--- config.mk ---
export PLATFORM = sky130hd
export DESIGN_NAME = gcd_top
export DESIGN_NICKNAME = d
export VERILOG_FILES = /design/src/rtl/gcd_pkg.sv /design/src/rtl/gcd_datapath.sv /design/src/rtl/gcd_top.sv /design/src/rtl/gcd_control.sv
export SDC_FILE = /design/constraint.sdc
export NUM_CORES = 1
export LEC_CHECK = 0
export CELL_PAD_IN_SITES_DETAIL_PLACEMENT = 1
export CELL_PAD_IN_SITES_GLOBAL_PLACEMENT = 1
export CORE_AREA = 2 2 93 95
export CTS_CLUSTER_SIZE = 10
export DETAILED_ROUTE_END_ITERATION = 8
export DIE_AREA = 0 0 95 97
export DONT_BUFFER_PORTS = 1
export PLACE_DENSITY_LB_ADDON = 0.1
export REMOVE_ABC_BUFFERS = 1
export SYNTH_ARGS = -nofsm -noshare
export SYNTH_HDL_FRONTEND = slang
export SYNTH_SLANG_ARGS = --single-unit
--- constraint.sdc ---
create_clock -name clk -period 5.4 [get_ports clk]
set_input_delay 0.81 -clock clk [delete_from_list [all_inputs] [get_ports clk]]
set_output_delay 0.81 -clock clk [all_outputs]
set_load 0.05 [all_outputs]
--- src/rtl/gcd_pkg.sv ---
// Shared types and datapath select encodings for the GCD control/datapath pair.
package gcd_pkg;

    typedef enum logic [1:0] {
        IDLE = 2'd0,
        CALC = 2'd1,
        DONE = 2'd2
    } state_e;

    localparam logic [1:0] SELA_LOAD = 2'b00;
    localparam logic [1:0] SELA_SWAP = 2'b01;
    localparam logic [1:0] SELA_SUB  = 2'b10;

    localparam logic [1:0] SELB_LOAD = 2'b00;
    localparam logic [1:0] SELB_SWAP = 2'b01;
    localparam logic [1:0] SELB_HOLD = 2'b11;

endpackage

--- src/rtl/gcd_datapath.sv ---
// GCD datapath: A/B registers steered by selA/selB, plus the result register
// which captures A whenever B is held at zero.
module gcd_datapath
    import gcd_pkg::*;
#(
    parameter int unsigned WL = 8
) (
    input  logic          clk,
    input  logic          rst_b,
    input  logic [WL-1:0] op_a,
    input  logic [WL-1:0] op_b,
    input  logic [1:0]    selA,
    input  logic [1:0]    selB,
    output logic [WL-1:0] curr_A,
    output logic [WL-1:0] curr_B,
    output logic [WL-1:0] res
);

    logic [WL-1:0] a_q, a_d;
    logic [WL-1:0] b_q, b_d;
    logic [WL-1:0] res_q, res_d;

    always_comb begin
        a_d   = a_q;
        b_d   = b_q;
        res_d = res_q;
        case (selA)
            SELA_LOAD: a_d = op_a;
            SELA_SWAP: a_d = b_q;
            SELA_SUB:  a_d = a_q - b_q;
            default:   a_d = a_q;
        endcase
        case (selB)
            SELB_LOAD: b_d = op_b;
            SELB_SWAP: b_d = a_q;
            SELB_HOLD: b_d = b_q;
            default:   b_d = b_q;
        endcase
        // Holding B at zero only happens on the terminating step and in DONE
        if (selB == SELB_HOLD && b_q == '0) begin
            res_d = a_q;
        end
    end

    always_ff @(posedge clk or negedge rst_b) begin
        if (!rst_b) begin
            a_q   <= '0;
            b_q   <= '0;
            res_q <= '0;
        end else begin
            a_q   <= a_d;
            b_q   <= b_d;
            res_q <= res_d;
        end
    end

    assign curr_A = a_q;
    assign curr_B = b_q;
    assign res    = res_q;

endmodule

--- src/rtl/gcd_top.sv ---
// GCD block: control FSM wired to its datapath.
module gcd_top
    import gcd_pkg::*;
#(
    parameter int unsigned WL = 8,
    parameter int unsigned CW = 16
) (
    input  logic          clk,
    input  logic          rst_b,
    input  logic          in_valid,
    output logic          in_ready,
    output logic          out_valid,
    input  logic          out_ready,
    input  logic [WL-1:0] op_a,
    input  logic [WL-1:0] op_b,
    output logic [WL-1:0] res,
    output logic          busy,
    output logic [CW-1:0] cycles
);

    logic [WL-1:0] curr_a;
    logic [WL-1:0] curr_b;
    logic [1:0]    sel_a;
    logic [1:0]    sel_b;

    gcd_control #(.WL(WL), .CW(CW)) u_ctrl (
        .clk       (clk),
        .rst_b     (rst_b),
        .in_valid  (in_valid),
        .in_ready  (in_ready),
        .out_valid (out_valid),
        .out_ready (out_ready),
        .curr_A    (curr_a),
        .curr_B    (curr_b),
        .selA      (sel_a),
        .selB      (sel_b),
        .busy      (busy),
        .cycles    (cycles)
    );

    gcd_datapath #(.WL(WL)) u_dp (
        .clk    (clk),
        .rst_b  (rst_b),
        .op_a   (op_a),
        .op_b   (op_b),
        .selA   (sel_a),
        .selB   (sel_b),
        .curr_A (curr_a),
        .curr_B (curr_b),
        .res    (res)
    );

endmodule

--- src/rtl/gcd_control.sv ---
// Control FSM for the subtract/swap GCD datapath: operand handshake, select
// generation from curr_A/curr_B feedback, result handshake and cycle count.
module gcd_control
    import gcd_pkg::*;
#(
    parameter int unsigned WL = 8,
    parameter int unsigned CW = 16
) (
    input  logic          clk,
    input  logic          rst_b,
    input  logic          in_valid,
    output logic          in_ready,
    output logic          out_valid,
    input  logic          out_ready,
    input  logic [WL-1:0] curr_A,
    input  logic [WL-1:0] curr_B,
    output logic [1:0]    selA,
    output logic [1:0]    selB,
    output logic          busy,
    output logic [CW-1:0] cycles
);

    localparam logic [CW-1:0] CNT_MAX = '1;

    state_e        state_q, state_d;
    logic [CW-1:0] cnt_q, cnt_d;
    logic [CW-1:0] cycles_q, cycles_d;
    logic [CW-1:0] cnt_inc;
    logic          in_ready_q, in_ready_d;
    logic          out_valid_q, out_valid_d;
    logic          busy_q, busy_d;
    logic          b_zero;
    logic          a_lt_b;

    assign b_zero  = (curr_B == '0);
    assign a_lt_b  = (curr_A < curr_B);
    assign cnt_inc = (cnt_q == CNT_MAX) ? cnt_q : cnt_q + CW'(1);

    // Next state, counter and status flags decoded from the next state
    always_comb begin
        state_d  = state_q;
        cnt_d    = cnt_q;
        cycles_d = cycles_q;
        case (state_q)
            IDLE: begin
                if (in_valid) begin
                    state_d = CALC;
                    cnt_d   = '0;
                end
            end
            CALC: begin
                cnt_d = cnt_inc;
                if (b_zero) begin
                    state_d  = DONE;
                    cycles_d = cnt_inc;
                end
            end
            DONE: begin
                if (out_ready) begin
                    state_d = IDLE;
                end
            end
            default: state_d = IDLE;
        endcase
        in_ready_d  = (state_d == IDLE);
        out_valid_d = (state_d == DONE);
        busy_d      = (state_d == CALC);
    end

    // Selects must track the live feedback, so they decode state_q directly
    always_comb begin
        selA = SELA_LOAD;
        selB = SELB_LOAD;
        case (state_q)
            IDLE: begin
                selA = SELA_LOAD;
                selB = SELB_LOAD;
            end
            CALC: begin
                if (!b_zero && a_lt_b) begin
                    selA = SELA_SWAP;
                    selB = SELB_SWAP;
                end else begin
                    selA = SELA_SUB;
                    selB = SELB_HOLD;
                end
            end
            DONE: begin
                selA = SELA_SUB;
                selB = SELB_HOLD;
            end
            default: begin
                selA = SELA_LOAD;
                selB = SELB_LOAD;
            end
        endcase
    end

    always_ff @(posedge clk or negedge rst_b) begin
        if (!rst_b) begin
            state_q     <= IDLE;
            cnt_q       <= '0;
            cycles_q    <= '0;
            in_ready_q  <= 1'b1;
            out_valid_q <= 1'b0;
            busy_q      <= 1'b0;
        end else begin
            state_q     <= state_d;
            cnt_q       <= cnt_d;
            cycles_q    <= cycles_d;
            in_ready_q  <= in_ready_d;
            out_valid_q <= out_valid_d;
            busy_q      <= busy_d;
        end
    end

    assign in_ready  = in_ready_q;
    assign out_valid = out_valid_q;
    assign busy      = busy_q;
    assign cycles    = cycles_q;

endmodule

== Word level (Yosys, flattened, before mapping) ==
Index checks and enable logic that the tools add are counted.

* Bits in registers: 61
* Logic and storage cells: 48
* Output and inout port bits: 27
* Input bits: 20

* Mux-type cells: 13
* Reduce and logical (&&, ||, !) cells: 13
* Equal/unequal tests: 10
* Order comparisons: 1
* Add/sub/neg operators: 2

{| class="wikitable"
|+ Operators by type and width
! operator !! number
|-
| 2-to-1 mux 16 bit || 2
|-
| case mux 16 bit (2 select lines) || 1
|-
| case mux 8 bit (3 select lines) || 1
|-
| adder 16 x 1 -> 16 bit, second input constant || 1
|-
| == test 16 bit, second input constant || 1
|-
| case mux 8 bit (2 select lines) || 1
|-
| 2-to-1 mux 2 bit || 5
|-
| == test 2 x 1 -> 1 bit, second input constant || 4
|-
| == test 2 bit, second input constant || 4
|-
| zero test 2 bit || 4
|-
| zero test 8 bit || 1
|-
| < comparator 8 bit || 1
|-
| case mux 2 bit (2 select lines) || 2
|-
| subtractor 8 bit || 1
|-
| case mux 2 bit (3 select lines) || 1
|-
| AND reduction 2 bit || 2
|-
| nonzero test 2 bit || 2
|-
| nonzero test 3 bit || 1
|-
| logical AND 1 bit || 2
|-
| inequality test 2 bit, second input constant || 1
|-
| zero test 1 bit || 1
|}

== Depth between registers and ports, before layout ==
* Depth in word-level cells: 7
* Depth in mapped cells: 16
* Depth with buffers taken out: 15

== Cells and area by module ==
From an unflattened synthesis, not the netlist that was laid out.

* Cell total of the unflattened synthesis: 421
* Area, all modules: 3736.1 µm²

{| class="wikitable"
|+ Modules (own cells, without submodules)
! module !! cells an instance !! instances !! seq. area each (µm²) !! area each (µm²)
|-
| gcd_control || 251 || 1 || 927.1 || 2183.3
|-
| gcd_datapath || 170 || 1 || 600.6 || 1552.7
|}

== Least setup slack after synthesis ==
OpenSTA, ideal clock, no wires.

* Kind: register to register
* Start point: register u_dp.b_q[0] (netlist: u_dp.curr_B[0])
* End point: register u_dp.a_q[5] (netlist: u_dp.curr_A[5])
* Library setup time: 126 ps
* Required time: 5274 ps
* Stages on the path, launching flop included: 16
* Data arrival time: 2820 ps
* Buffers on the path: 1
* Setup slack: 2453 ps
* Clock period less this slack: 2947 ps
* Cell sequence: dfrtp_1 ha_1 inv_1 fa_1 a211oi_2 nor4b_1 nor2_1 a31oi_1 inv_1 ha_1 clkbuf_1 clkinv_1 nand3_1 a21oi_1 a21oi_1 o31ai_1

* Word-level cells in the longest chain between the ends: 7
* Elaborated cells between the ends (all ways): 12
* Classes of those cells: add/sub: 1; order compare: 1; eq/ne: 2; mux: 3; reduce/logical: 5

{| class="wikitable"
|+ RTL lines
! what !! RTL line !! text
|-
| start, declared || gcd_datapath.sv:20 || <nowiki>logic [WL-1:0] b_q, b_d;</nowiki>
|-
| start signal, assigned || gcd_datapath.sv:48 || <nowiki>b_q <= '0;</nowiki>
|-
| start signal, assigned || gcd_datapath.sv:52 || <nowiki>b_q <= b_d;</nowiki>
|-
| branches (longest 7 deep; another with < comparator 8 bit) || - ||
|-
| end signal, assigned || gcd_datapath.sv:47 || <nowiki>a_q <= '0;</nowiki>
|-
| end signal, assigned || gcd_datapath.sv:51 || <nowiki>a_q <= a_d;</nowiki>
|-
| end, declared || gcd_datapath.sv:19 || <nowiki>logic [WL-1:0] a_q, a_d;</nowiki>
|}

Parallel ways; which one is timed is not known.
A chain may end at the register's enable or synchronous reset.

== Worst setup path in the final report ==
Ends and elaborated chain as after synthesis.

==> results.yml <==
floorplanning:
  core_um2: 8130
  pin_count: 47
  die_x_um: 95
  fp.dieH_um: 97
  initial_core_util: 0.445
  dieArea_um2: 9220
  num_rows: 33
setup_path:
  critical_path_depth: 14
  crit_start: "u_dp.curr_B[0]"
  path_cells: "ha_1, inv_1, fa_1, a211oi_2, nor4b_1, nor2_1, a31oi_1, inv_1, ha_1, clkinv_1, nand3_1, a21oi_1, a21oi_1, o31ai_1"
  crit_family: "adder cells"
  required_ns: 5.62
  crit_arrival_ns: 3.69
  end_kind: "flop"
  crit_path_start_kind: "flop"
  ff2ff_setup_slack_ns: 1.93
  crit_type: "reg2reg"
  crit_path_top_delay_cell: "ha_1"
  r2r_start: "u_dp.curr_B[0]"
  critPathMaxStageDelay_ns: 0.46
  r2r_end: "u_dp.curr_A[5]"
  path_max_fanout: 10
  endpoint: "u_dp.curr_A[5]"
  r2r_cells: 14
  worst-path-buf-inv: 3
clock_tree:
  clk_latency_ns: 0.34
  clk_pin_slew_ns: 0.07
  numCtsBuffers: 9
  clock_path_buffers: 2
  cts_tree: "yes"
  cts_hold_buf: 0
  cts_setup_buffers: 0
  cts.repair.resized: 0
  h-tree-depth: 3
  root_buffer: "clkbuf_8"
  cts_sinks: 61
grt:
  grt_usage: 0.211
  antenna_found_initial: 0
  grt_start_max_net_pins: 62
  grt_first_pass_wirelength_mm: 15.2
  grt_overflow: 0
  grt_pass1_vias: 2922
place:
  dp_slack_ns: 2.01
  dp_hpwl_mm: 6.39
  place.gp.congestion: 0.825
  numPortBuffers: 0
run:
  cap_violations: 0
finish:
  nNetsFinal: 406
  drive_above_1_share: 0.147
  num_antenna_cells: 0
  ff_latch_area_um2: 1530
  syn2layout_area_growth_pct: 8.19
  postLayoutCoreUtil: 0.482
  multi_input_area_um2: 1950
  fill_cells: 912
routing:
  vias_per_cell: 5.86
  drtIter0Drc: 81
  post-route-drc-count: 0
  wl_per_cell_um: 18.8
  num_vias: 2806
  drtAntennaViolNets: 0
  first_pass_iters: 4
  wl_mm: 8.99
pwr:
  power.share.sequential: 0.357
  p_leak_nw: 1.74
  p_int_mw: 1.37
  p_sw_frac: 0.454
  p_clk_frac: 0.187
  peakVddDrop_mv: 0.295
  cellPowerDensity_nw_per_um2: 640
  p_sw_mw: 1.14
  combPwrFrac: 0.457
synthesis:
  ys_seq_elements: 61
  synthFlopType: "dfrtp_1"
  synth_common_cells: "dfrtp_1, o21ai_0, nand2_1"
  syn-cell-area_um2: 3620
  synth_top_cell_by_area: "dfrtp_1"
  synth_edf_count: 0
  synth_seq_area_share: 0.422
  yosys-top-cells-area: "dfrtp_1, ha_1, o21ai_0"
  synth.top_cell.area_share: 0.415
  synthCells: 373
  synth.most_common_cell: "dfrtp_1"
  async_flop_share: 1.00
  post_synth.cell_area_avg_um2: 9.71
  ys_warn_count: 0
  ys_types: 63
sta:
  final.setup.worst_slack_ns: 1.93
  timing.final.max_slew_violations: 0
  hold_viol_final: 0
  fin_crit_ns: 3.47
  rsz0062_at_grt: "no"
  setup_viol: 0
  slew_headroom: 0.361
  hold_ws_ns: 0.160
  worst_pin_slew_ns: 0.949
  fmax_mhz: 288
  period_share: 0.642
  tns_ns: 0
  clock_skew_ns: 0.00656
hold_path:
  worstHoldPathType: "in2async"
status:
  status: "complete, no violations"
==> power groups by stage <==
stage	Combinational [mW]	Sequential (mW)	Clock [mW]
floorplan	0.877	0.854	0
global placement	1.10	0.896	0
detailed placement	1.14	0.903	0
CTS	1.15	0.895	0.479
global route	1.29	0.918	0.501
finish	1.14	0.894	0.468
==> cell usage in the layout, fill, tap and decap left out, types with 5 or more instances in the layout <==
cell type  instances
inv_1             18
a31oi_1            7
nor3_1             8
mux2_2            14
ha_1              16
xnor2_1            6
clkbuf_8          11
mux2_4             7
xor2_1             5
o21ai_0           36
nor2_1            27
a21o_1             6
a21oi_1           20
mux2i_1            5
nand3_1           10
nand2_1           33
dfrtp_1           60
or3_1              5
o21a_1             6
==> how the worst min path moves through the flow <==
stage                                  end  slack (ns)  cells past startpoint
final                     u_ctrl.cycles[7]        0.16                      0
after global routing           u_dp.res[2]        0.13                      0
after CTS                   u_dp.curr_B[3]        0.14                      0
after detailed placement    u_dp.curr_A[0]        0.48                      2
after global placement      u_dp.curr_A[0]        0.47                      2
after floorplan             u_dp.curr_A[0]        0.45                      2
==> cells by family after synthesis <==
| group | synth area share |
|---|---|
| XOR/XNOR | 0.0266 |
| flip-flops | 0.422 |
| buffers and inverters | 0.0404 |
| multiplexers | 0.0864 |
| AO/OA/AOI/OAI | 0.200 |
| AND/OR/NAND/NOR | 0.164 |
| adder cells (fa/ha/maj) | 0.0608 |
==> metrics by stage <==
stage | cells | cell area, µm² | power [mW]
2_1_floorplan | 356 | 3550 | 1.73
3_3_place_gp | 463 | 3690 | 2.00
3_5_place_dp | 463 | 3690 | 2.04
4_1_cts | 479 | 3920 | 2.52
5_1_grt | 479 | 3920 | 2.71
6_report | 479 | 3920 | 2.51
==> routing by layer <==
metal / GRT usage / part of all wire
met5: 0 / 0
met4: 0.0557 / 0.014
met3: 0.0576 / 0.039
met2: 0.312 / 0.44
met1: 0.303 / 0.50
==> cell type report <==
| class | count | share of cell area |
|---|---|---|
| inverters | 19 | 0.0182 |
| clock buffers | 12 | 0.0396 |
| multi-input cells | 276 | 0.497 |
| flip-flops and latches | 61 | 0.390 |
| clock inverters | 4 | 0.0179 |
| repair buffers | 2 | 0.00383 |
| well taps | 105 | 0.0335 |
==> registers in the layout, indices dropped and copies added (netlist names), 2 cells and up <==
| register | count |
|---|---|
| u_dp.res | 8 |
| u_ctrl.state_q | 2 |
| u_ctrl.cycles | 16 |
| u_dp.curr_B | 8 |
| u_dp.curr_A | 8 |
| u_ctrl.cnt_q | 16 |
Power figures use the tool's default switching activity.
